===== config.mk =====
export PLATFORM = sky130hd
export DESIGN_NAME = pat_serial_gen
export DESIGN_NICKNAME = d
export VERILOG_FILES = /design/src/rtl/pat_serial_gen.sv
export SDC_FILE = /design/constraint.sdc
export NUM_CORES = 1
export LEC_CHECK = 0
export BUFFER_PORTS_ARGS = -buffer_cell sky130_fd_sc_hd__buf_2
export CAP_MARGIN = 20
export CORE_MARGIN = 2
export CORE_UTILIZATION = 60
export DETAILED_ROUTE_END_ITERATION = 8
export PLACE_DENSITY = 0.89
export RECOVER_POWER = 25
export SLEW_MARGIN = 20
export SYNTH_ARGS = -nofsm -noshare
export SYNTH_HDL_FRONTEND = slang
export SYNTH_SLANG_ARGS = --single-unit

===== constraint.sdc =====
create_clock -name clk -period 3.3 [get_ports clk]
set_input_delay 0.33 -clock clk [delete_from_list [all_inputs] [get_ports clk]]
set_output_delay 0.33 -clock clk [all_outputs]
set_load 0.03 [all_outputs]

===== src/rtl/pat_serial_gen.sv =====
// Serial pattern transmitter: loads a SIZE-bit pattern, repeat count and gap,
// then shifts the pattern out MSB-first with optional idle gaps between frames.
module pat_serial_gen #(
  parameter int SIZE  = 5,
  parameter int CNT_W = 8,
  parameter int GAP_W = 4
) (
  input  logic             clk,
  input  logic             rst,
  input  logic [SIZE-1:0]  pat_in,
  input  logic [CNT_W-1:0] rep_in,
  input  logic [GAP_W-1:0] gap_in,
  input  logic             load_valid,
  output logic             load_ready,
  input  logic             abort,
  output logic             out,
  output logic             out_valid,
  output logic             frame_start,
  output logic             busy,
  output logic             done
);

  localparam int IDX_W = (SIZE > 1) ? $clog2(SIZE) : 1;
  localparam logic [IDX_W-1:0] LAST_IDX = IDX_W'(SIZE - 1);

  typedef enum logic [1:0] {
    S_IDLE = 2'd0,
    S_SEND = 2'd1,
    S_GAP  = 2'd2,
    S_DONE = 2'd3
  } state_t;

  state_t           r_state;
  logic [SIZE-1:0]  r_pat;
  logic [CNT_W-1:0] r_rem;
  logic [GAP_W-1:0] r_gap;
  logic [GAP_W-1:0] r_gap_cnt;
  logic [IDX_W-1:0] r_bit_idx;

  logic             w_accept;
  logic             w_last_frame;
  logic [IDX_W-1:0] w_next_idx;

  assign w_accept     = load_valid & load_ready;
  assign w_last_frame = (r_rem == CNT_W'(1));
  assign w_next_idx   = r_bit_idx - IDX_W'(1);

  // Transaction FSM; every output is registered and reflects the state being entered.
  always_ff @(posedge clk or negedge rst) begin
    if (!rst) begin
      r_state     <= S_IDLE;
      r_pat       <= {SIZE{1'b0}};
      r_rem       <= {CNT_W{1'b0}};
      r_gap       <= {GAP_W{1'b0}};
      r_gap_cnt   <= {GAP_W{1'b0}};
      r_bit_idx   <= {IDX_W{1'b0}};
      load_ready  <= 1'b1;
      out         <= 1'b0;
      out_valid   <= 1'b0;
      frame_start <= 1'b0;
      busy        <= 1'b0;
      done        <= 1'b0;
    end else begin
      out         <= 1'b0;
      out_valid   <= 1'b0;
      frame_start <= 1'b0;
      done        <= 1'b0;
      case (r_state)
        S_IDLE: begin
          if (w_accept) begin
            r_pat      <= pat_in;
            r_rem      <= rep_in;
            r_gap      <= gap_in;
            load_ready <= 1'b0;
            busy       <= 1'b1;
            if (rep_in == {CNT_W{1'b0}}) begin
              r_state <= S_DONE;
              done    <= 1'b1;
            end else begin
              r_state     <= S_SEND;
              r_bit_idx   <= LAST_IDX;
              out         <= pat_in[SIZE-1];
              out_valid   <= 1'b1;
              frame_start <= 1'b1;
            end
          end else begin
            r_state <= S_IDLE;
          end
        end
        S_SEND: begin
          if (abort) begin
            r_state    <= S_IDLE;
            load_ready <= 1'b1;
            busy       <= 1'b0;
          end else if (r_bit_idx != {IDX_W{1'b0}}) begin
            r_bit_idx <= w_next_idx;
            out       <= r_pat[w_next_idx];
            out_valid <= 1'b1;
          end else begin
            r_rem <= r_rem - CNT_W'(1);
            if (w_last_frame) begin
              r_state <= S_DONE;
              done    <= 1'b1;
            end else if (r_gap != {GAP_W{1'b0}}) begin
              r_state   <= S_GAP;
              r_gap_cnt <= r_gap;
            end else begin
              // Back-to-back frame: restart at the MSB with no idle bubble.
              r_bit_idx   <= LAST_IDX;
              out         <= r_pat[SIZE-1];
              out_valid   <= 1'b1;
              frame_start <= 1'b1;
            end
          end
        end
        S_GAP: begin
          if (abort) begin
            r_state    <= S_IDLE;
            load_ready <= 1'b1;
            busy       <= 1'b0;
          end else if (r_gap_cnt == GAP_W'(1)) begin
            r_state     <= S_SEND;
            r_bit_idx   <= LAST_IDX;
            out         <= r_pat[SIZE-1];
            out_valid   <= 1'b1;
            frame_start <= 1'b1;
          end else begin
            r_gap_cnt <= r_gap_cnt - GAP_W'(1);
          end
        end
        S_DONE: begin
          r_state    <= S_IDLE;
          load_ready <= 1'b1;
          busy       <= 1'b0;
        end
        default: begin
          r_state    <= S_IDLE;
          load_ready <= 1'b1;
          busy       <= 1'b0;
        end
      endcase
    end
  end

endmodule


# After elaboration in Yosys (flattened, before gate mapping)

Cells that the tools add are included.
W data, S select, Z words.

Bits in registers: 32
Word-level logic and storage cells: 115
Input bits: 21
Output and inout port bits: 6

Add/sub/neg operators: 3
Equality and inequality tests: 20
Reductions and logical operators: 14
Bitwise gates (word level): 1
$lt $le $gt $ge: 1
Multiplexer cells: 64

Operators by type and width:

| operator              | number |
|---|---|
| $mux W1               | 28 |
| $mux W3               | 8 |
| $mux W4               | 6 |
| $mux W8               | 3 |
| $ne A2 B2 Y1 const B  | 9 |
| $mux W2               | 8 |
| $pmux W8 S2           | 1 |
| $pmux W1 S3           | 5 |
| $ne A3 B3 Y1 const B  | 4 |
| $pmux W3 S3           | 1 |
| $eq A8 B1 Y1 const B  | 1 |
| $logic_not A8 Y1      | 1 |
| $pmux W2 S4           | 1 |
| $pmux W4 S2           | 1 |
| $reduce_and A8 Y1     | 1 |
| $sub A8 B1 Y8 const B | 1 |
| $reduce_and A7 Y1     | 1 |
| $reduce_bool A3 Y1    | 2 |
| $eq A2 B2 Y1 const B  | 2 |
| $eq A4 B1 Y1 const B  | 1 |
| $lt A3 B4 Y1 const B  | 1 |
| $ne A4 B4 Y1 const B  | 1 |
| $reduce_and A2 Y1     | 2 |
| $reduce_and A4 Y1     | 1 |
| 12 further kinds      | 13 |

# Longest topological paths before layout

Gate-level depths: netlist (run 1).

Depth after elaboration: 6
Gate-level depth with buffers: 7
Depth with buffers taken out: 6

# Least setup slack after synthesis (run 1)

No wires, ideal clock.

Path kind: register to register
Start point: register r_gap_cnt[1]
End point: register r_state[0]
Clock period less this slack: 1.824 ns
Cell stages (with the launch flop): 7
Path slack: 1.476 ns
Data arrival time: 1.700 ns
Library setup time: 0.125 ns
Data required time: 3.175 ns
Path buffers: 0
Path through: dfrtp_1 inv_1 ha_1 nor3b_1 o22ai_1 a21oi_1 mux2_2

Word-level cells in the longest chain between the ends: 3

Ends and longest elaborated chain:

| item                               | line | source |
|---|---|---|
| start, declared                    | 37   | `logic [GAP_W-1:0] r_gap_cnt;` |
| start signal, assigned             | 55   | `r_gap_cnt <= {GAP_W{1'b0}};` |
| start signal, assigned             | 106  | `r_gap_cnt <= r_gap;` |
| start signal, assigned             | 128  | `r_gap_cnt <= r_gap_cnt - GAP_W'(1);` |
| $eq A4 B1 Y1                       | 121  | `end else if (r_gap_cnt == GAP_W'(1)) begin` |
| $ne A3 B3 Y1 (no source line)      | n/a  |  |
| $reduce_and A3 Y1 (no source line) | n/a  |  |
| end signal, assigned               | 118  | `r_state <= S_IDLE;` |
| end signal, assigned               | 122  | `r_state <= S_SEND;` |
| end signal, assigned               | 132  | `r_state <= S_IDLE;` |
| end, declared                      | 33   | `state_t r_state;` |

No other way between the ends.
A chain may end at the register's enable or synchronous reset.

# Worst setup path after layout (run 1)

Start point: register r_state[0]
End point: register r_pat[4]

Word-level cells in the longest chain between the ends: 2

Ends and longest elaborated chain:

| item                               | line | source |
|---|---|---|
| start signal, assigned             | 51   | `r_state <= S_IDLE;` |
| start signal, assigned             | 77   | `r_state <= S_DONE;` |
| start signal, assigned             | 80   | `r_state <= S_SEND;` |
| $logic_not A2 Y1                   | 68   | `case (r_state)` |
| $reduce_and A2 Y1 (no source line) | n/a  |  |
| end signal, assigned               | 52   | `r_pat <= {SIZE{1'b0}};` |
| end signal, assigned               | 71   | `r_pat <= pat_in;` |
| end, declared                      | 34   | `logic [SIZE-1:0] r_pat;` |

No other way between the ends.

==> results.toml, run 1 <==
[setup_path]
cpLargestDelayFamily = "simple AND/OR/NAND/NOR gates"
worstSetupStartpoint = "r_state[0]"
required_ns = 3.52
worstSetupPathType = "reg -> reg"
slowest_delay_ns = 0.71
crit_buf_inv = 2
crit_path_max_fanout = 11
cp_slowest_cell = "nor2_1"
crit_arrival_ns = 2.43
worstReg2RegStart = "r_state[0]"
endpoint_kind = "register"
critPathLaunchType = "register"
path_common_cell = "inv_1"
path_cells = "inv_1, ha_1, inv_1, nor2_1, mux2_2"

[drt]
num_vias = 1718
ant_nets = 0
drc_errors = 0
drt-initial-drc-count = 187
dr.pass1.iters = 4
wire_per_inst_um = 14.2
viasPerCell = 6.01
drt-total-wl_um = 4070

[synthesis]
synth_warnings = 0
ys_async_sr_fraction = 1.00
synthTopCellsByArea = "dfrtp_1 38%, ha_1 6.2%, mux2_2 6.1%"
ys_seq_area_frac = 0.397
yosysTopAreaCell = "dfrtp_1"
synthFlopType = "dfrtp_1"
synth.distinct_cells = 51
ys_seq_elements = 32
synth.net_count = 242
synth.top_cell.area_share = 0.384
syn-cell-area_um2 = 2020
synthCells = 211
synth_edf_count = 0
avgSynthCellArea_um2 = 9.56

[sta]
tightest_slew_ns = 1.68
rsz0062_at_grt = "false"
max_clock_freq_mhz = 452
hold_ws_ns = 0.217
fin_worst_skew_ns = 0.0110
fin_tns_setup_ns = 0
period_needed_ns = 2.21
maxSlewViolCount = 33
post-route-period-util = 0.670
setup-violations-final = 0
slew-limit-headroom = -0.120
hold_viol = 0

[die]
initial_utilization = 0.614
die_y_um = 62.0
design.die.area_um2 = 3840
boundaryPins = 27
rows = 21
coreArea_um2 = 3280
die_w_um = 62.0

[layout]
drive_gt1_frac = 0.229
n_antenna_cell = 0
nFillCells = 260
areaGrowthSynthToFinish_pct = 11.3
layout_commonest_cell = "dfrtp_1"
final_nets = 270
multi_input_area_um2 = 1140
seq_area_um2 = 802
final_cell_mix = "31 x dfrtp_1, 25 x buf_2, 17 x nand2_1, 15 x a21oi_1, 13 x inv_1"

[clock_tree]
clockBufferDepth = 2
cts_buffers = 5
cts_tree = "yes"
clk_pin_slew_ns = 0.10
cts_setup_buffers = 0
cts_hold_buf = 0
htreeDepth = 2
clockRootBuffer = "clkbuf_4"
clock_sinks = 32
cts_resized = 0
worstSkewPairLatency_ns = 0.34

[power_and_ir_drop]
vdd_drop_max_v = 0.000379
powerDensity_nw_per_um2 = 903
p_leak_nw = 0.970

[grt]
grt-ovfl-total = 0
grt_pass1_vias = 1527
grt_pass1_wl_um = 6610
grt_use_total = 0.234
grt_max_degree = 33
antenna_found_initial = 0

[place]
dpl.hpwl_um = 3080
numPortBuffers = 26
place_congestion = 0.909

[hold_path]
min_from = "gap_in[3]"
hp-class = "in -> reg"

[status]
status = "finished with violations"
violations = "max-capacitance violations, max-slew violations"

[run]
maxCapViolCount = 1
[per-layer routing]
layer	vias to the layer above	GRT usage	routed length [um]
met1	834	0.292	1850
met3	7	0.0435	187
met4	0	0.0912	57
met2	41	0.399	1980
li1	836	-	-
met5	-	0	0
[area by class of cell]
class / count / share of cell area
clock buffer: 8 / 0.0262
timing repair buffer: 28 / 0.0640
tap: 46 / 0.0256
sequential: 32 / 0.357
inverter: 13 / 0.0217
multi-input combinational: 159 / 0.506
[Yosys cell counts, types with 7 or more instances]
master and number:
a21oi_1 15, mux2_2 11, o22ai_1 8, o21ai_0 7, nor2_1 9, nand2_1 17, nor2b_1 8, o22a_1 7
ha_1 10, nand3_1 8, dfrtp_1 31, inv_1 13
[report_power, final]
part | internal (W) | switching [W] | total (W) | leakage [nW]
registers | 0.000581 | 0.000165 | 0.000746 | 0.382
clock network | 0.000105 | 0.000127 | 0.000232 | 0.0326
logic | 0.000476 | 0.000576 | 0.00105 | 0.555
[registers in the layout (all words and copies together) (netlist names)]
signal and flops:
r_gap_cnt 4, r_bit_idx 3, done 1, r_gap 4, r_pat 5, frame_start 1, out_valid 1, r_state 2
busy 1, r_rem 8, out 1, load_ready 1
[final timing paths]
| path | to | slack (ns) | depth (start not counted) |
|---|---|---|---|
| worst min register to register | r_bit_idx[1] | 0.50 | 1 |
| worst min-delay path | r_gap[3] | 0.22 | 2 |
| max in group asynchronous | r_bit_idx[1] | 1.91 | 1 |
| min in group asynchronous | busy | 0.42 | 1 |
| worst max register to register | r_pat[4] | 1.09 | 5 |
| worst max-delay path | r_pat[4] | 1.09 | 5 |
[kinds of logic after synthesis]
family,synth area share
simple gates,0.208
compound gates,0.220
flops,0.397
buf+inv,0.0397
mux,0.0725
fa+ha+maj,0.0620
[per-stage QoR]
| stage | util | setup slack [ns] | area, um^2 | total power (W) | instances |
|---|---|---|---|---|---|
| CTS | 0.685 | 1.08 | 2250 | 0.00203 | 286 |
| floorplan | - | 1.48 | 2020 | 0.00157 | 211 |
| detailed placement | 0.667 | 1.10 | 2190 | 0.00180 | 278 |
| global placement | 0.667 | 1.24 | 2190 | 0.00176 | 278 |
| global route | 0.684 | 0.955 | 2250 | 0.00218 | 286 |
| finish | 0.684 | 1.09 | 2250 | 0.00203 | 286 |
Note: power is estimated with default switching activity, not from simulation.
==> inputs of run 2 (changes only) <==
--- a/config.mk
+++ b/config.mk
@@ -8,9 +8,9 @@
 export BUFFER_PORTS_ARGS = -buffer_cell sky130_fd_sc_hd__buf_2
 export CAP_MARGIN = 20
 export CORE_MARGIN = 2
-export CORE_UTILIZATION = 60
+export CORE_UTILIZATION = 52
 export DETAILED_ROUTE_END_ITERATION = 8
-export PLACE_DENSITY = 0.89
+export PLACE_DENSITY = 0.82
 export RECOVER_POWER = 25
 export SLEW_MARGIN = 20
 export SYNTH_ARGS = -nofsm -noshare
==> constraint.sdc (replaced) <==
create_clock -name clk -period 1.8 [get_ports clk]
set_input_delay 0.18 -clock clk [delete_from_list [all_inputs] [get_ports clk]]
set_output_delay 0.18 -clock clk [all_outputs]
set_load 0.03 [all_outputs]
==> run 2 against run 1 <==
Compared with the run above: the run now ends clean; utilization is 0.95 points higher; die area is 14% higher; first-iteration DRC count is 19% higher; critical path depth is 1 higher; combinational power is 140% higher; sequential power is 81% higher; highest routed layer unchanged.
==> results.toml, run 2 (synthesis gave the netlist of run 1 again) <==
[clock_tree]
htreeDepth = 2
clock_sinks = 32
worstSkewPairLatency_ns = 0.29
clockRootBuffer = "clkbuf_8"
cts_tree = "yes"
clk_pin_slew_ns = 0.07
clockBufferDepth = 2
cts_buffers = 5

[sta]
period_needed_ns = 1.78
fin_tns_setup_ns = 0
max_clock_freq_mhz = 562
hold_viol = 0
tightest_slew_ns = 0.816
fin_worst_skew_ns = 0.00662
setup-violations-final = 0
rsz0062_at_grt = "true"
slew-limit-headroom = 0.456
maxSlewViolCount = 0
post-route-period-util = 0.989

[drt]
wire_per_inst_um = 16.2
drt-initial-drc-count = 222
ant_nets = 0
viasPerCell = 5.98
drc_errors = 0
dr.pass1.iters = 4
num_vias = 1877
drt-total-wl_um = 5090

[setup_path]
required_ns = 2.03
crit_arrival_ns = 2.01
path_cells = "inv_2, ha_4, or3b_4, a211o_1, a2111oi_2, a21o_1"
r2r_slack_ns = 0.02
critPathLaunchType = "register"
cp-endpoint = "r_bit_idx[0]"
crit_path_max_fanout = 4
endpoint_kind = "register"
cp_slowest_cell = "or3b_4"
slowest_delay_ns = 0.41
worstReg2RegStart = "r_gap_cnt[1]"
r2r-end = "r_bit_idx[0]"
worstSetupPathType = "reg -> reg"
worstSetupStartpoint = "r_gap_cnt[1]"
worst_r2r_path_depth = 6

[layout]
layout_commonest_cell = "dfrtp_1"
utilization = 0.694
reg_top3 = "r_rem x8, r_pat x5"
fin_cells = 314
final_cell_mix = "31 x dfrtp_1, 27 x buf_4, 20 x buf_2, 17 x nand2_1, 14 x a21oi_1"
final_nets = 296
n_antenna_cell = 0
largest-register = "r_rem"
largest_reg_flops = 8
areaGrowthSynthToFinish_pct = 26.8
drive_gt1_frac = 0.327

[die]
die_y_um = 66.3
die_w_um = 66.3
boundaryPins = 27
coreArea_um2 = 3690
initial_utilization = 0.547
rows = 22
design.die.area_um2 = 4400

[power_and_ir_drop]
switchingPower_w = 0.00185
clkPwrFrac = 0.152
p_comb_frac = 0.549
seqPwrFrac = 0.299
power.share.switching = 0.410
powerDensity_nw_per_um2 = 1770
power.internal_w = 0.00267
vdd_drop_max_v = 0.00110
p_leak_nw = 1.12

[status]
status = "complete, no violations"

[grt]
grt-ovfl-total = 0
grt_pass1_vias = 1829
antenna_found_initial = 0
grt_pass1_wl_um = 8290
grt_max_degree = 33
grt_use_total = 0.251

[place]
dpl.hpwl_um = 3640
numPortBuffers = 26
dp.cells = 303
place_congestion = 0.951

[run]
maxCapViolCount = 0

[hold_path]
hp-class = "in -> reg"
-- run 2: power groups by stage --
| stage | clock network [W] | registers (W) | logic, W |
|---|---|---|---|
| after CTS | 0.000695 | 0.00132 | 0.00233 |
| after global routing | 0.000734 | 0.00140 | 0.00271 |
| after floorplan | 0 | 0.00139 | 0.00149 |
| final | 0.000685 | 0.00135 | 0.00248 |
| after global placement | 0 | 0.00132 | 0.00222 |
| after detailed placement | 0 | 0.00133 | 0.00230 |
-- run 2: layout make-up --
cell class	count	area, um^2
timing repair buffer	54	337
clock buffer	6	72.6
multi-input combinational	159	1200
clock inverter	2	35.0
fill	283	1130
tap	48	60.1
inverter	13	48.8
sequential	32	802
-- run 2: how the worst min path moves through the flow --
| stage | start | to | cells past startpoint |
|---|---|---|---|
| global route | gap_in[3] | r_gap[3] | 2 |
| detailed placement | rst | r_rem[7] | 1 |
| global placement | rst | busy | 1 |
| finish | gap_in[0] | r_gap[0] | 2 |
| floorplan | rst | busy | 0 |
| CTS | pat_in[2] | r_pat[2] | 2 |
-- run 2: repair_timing --
item | 4_1_cts | 5_1_grt
gates resized for setup | 2 | 12
setup buffers | 0 | 2
endpoints found under the hold margin | 31 | 0
hold buffers | 1 | 0
endpoints found under the setup margin | 6 | 17
pin swaps | 1 | 3
-- run 2: critical path: cells and delay by family (launching register included) --
| kind | cells | cell delay [ns] |
|---|---|---|
| fa+ha+maj | 1 | 0.13 |
| buf+inv | 1 | 0.09 |
| compound gates | 3 | 0.68 |
| simple gates | 1 | 0.41 |
| flops | 1 | 0.40 |
-- run 2: through the flow --
| stage | instance area (um^2) | hold slack, ns | setup WS (ns) | power, W |
|---|---|---|---|---|
| global route | 2560 | 0.104 | -0.0466 | 0.00484 |
| global placement | 2370 | 0.275 | 0.0244 | 0.00353 |
| CTS | 2490 | 0.116 | 0.00137 | 0.00434 |
| finish | 2560 | 0.117 | 0.0201 | 0.00452 |
| detailed placement | 2370 | 0.285 | -0.0419 | 0.00363 |
| floorplan | 2020 | -0.116 | 0.0468 | 0.00288 |
-- run 2: routing by layer --
layer,part of all wire,track usage,wire length (um),vias up
met5,0,0,0,-
met4,0.035,0.112,179,0
met3,0.060,0.0664,305,21
met2,0.49,0.403,2520,73
met1,0.41,0.316,2090,894
li1,-,-,-,889
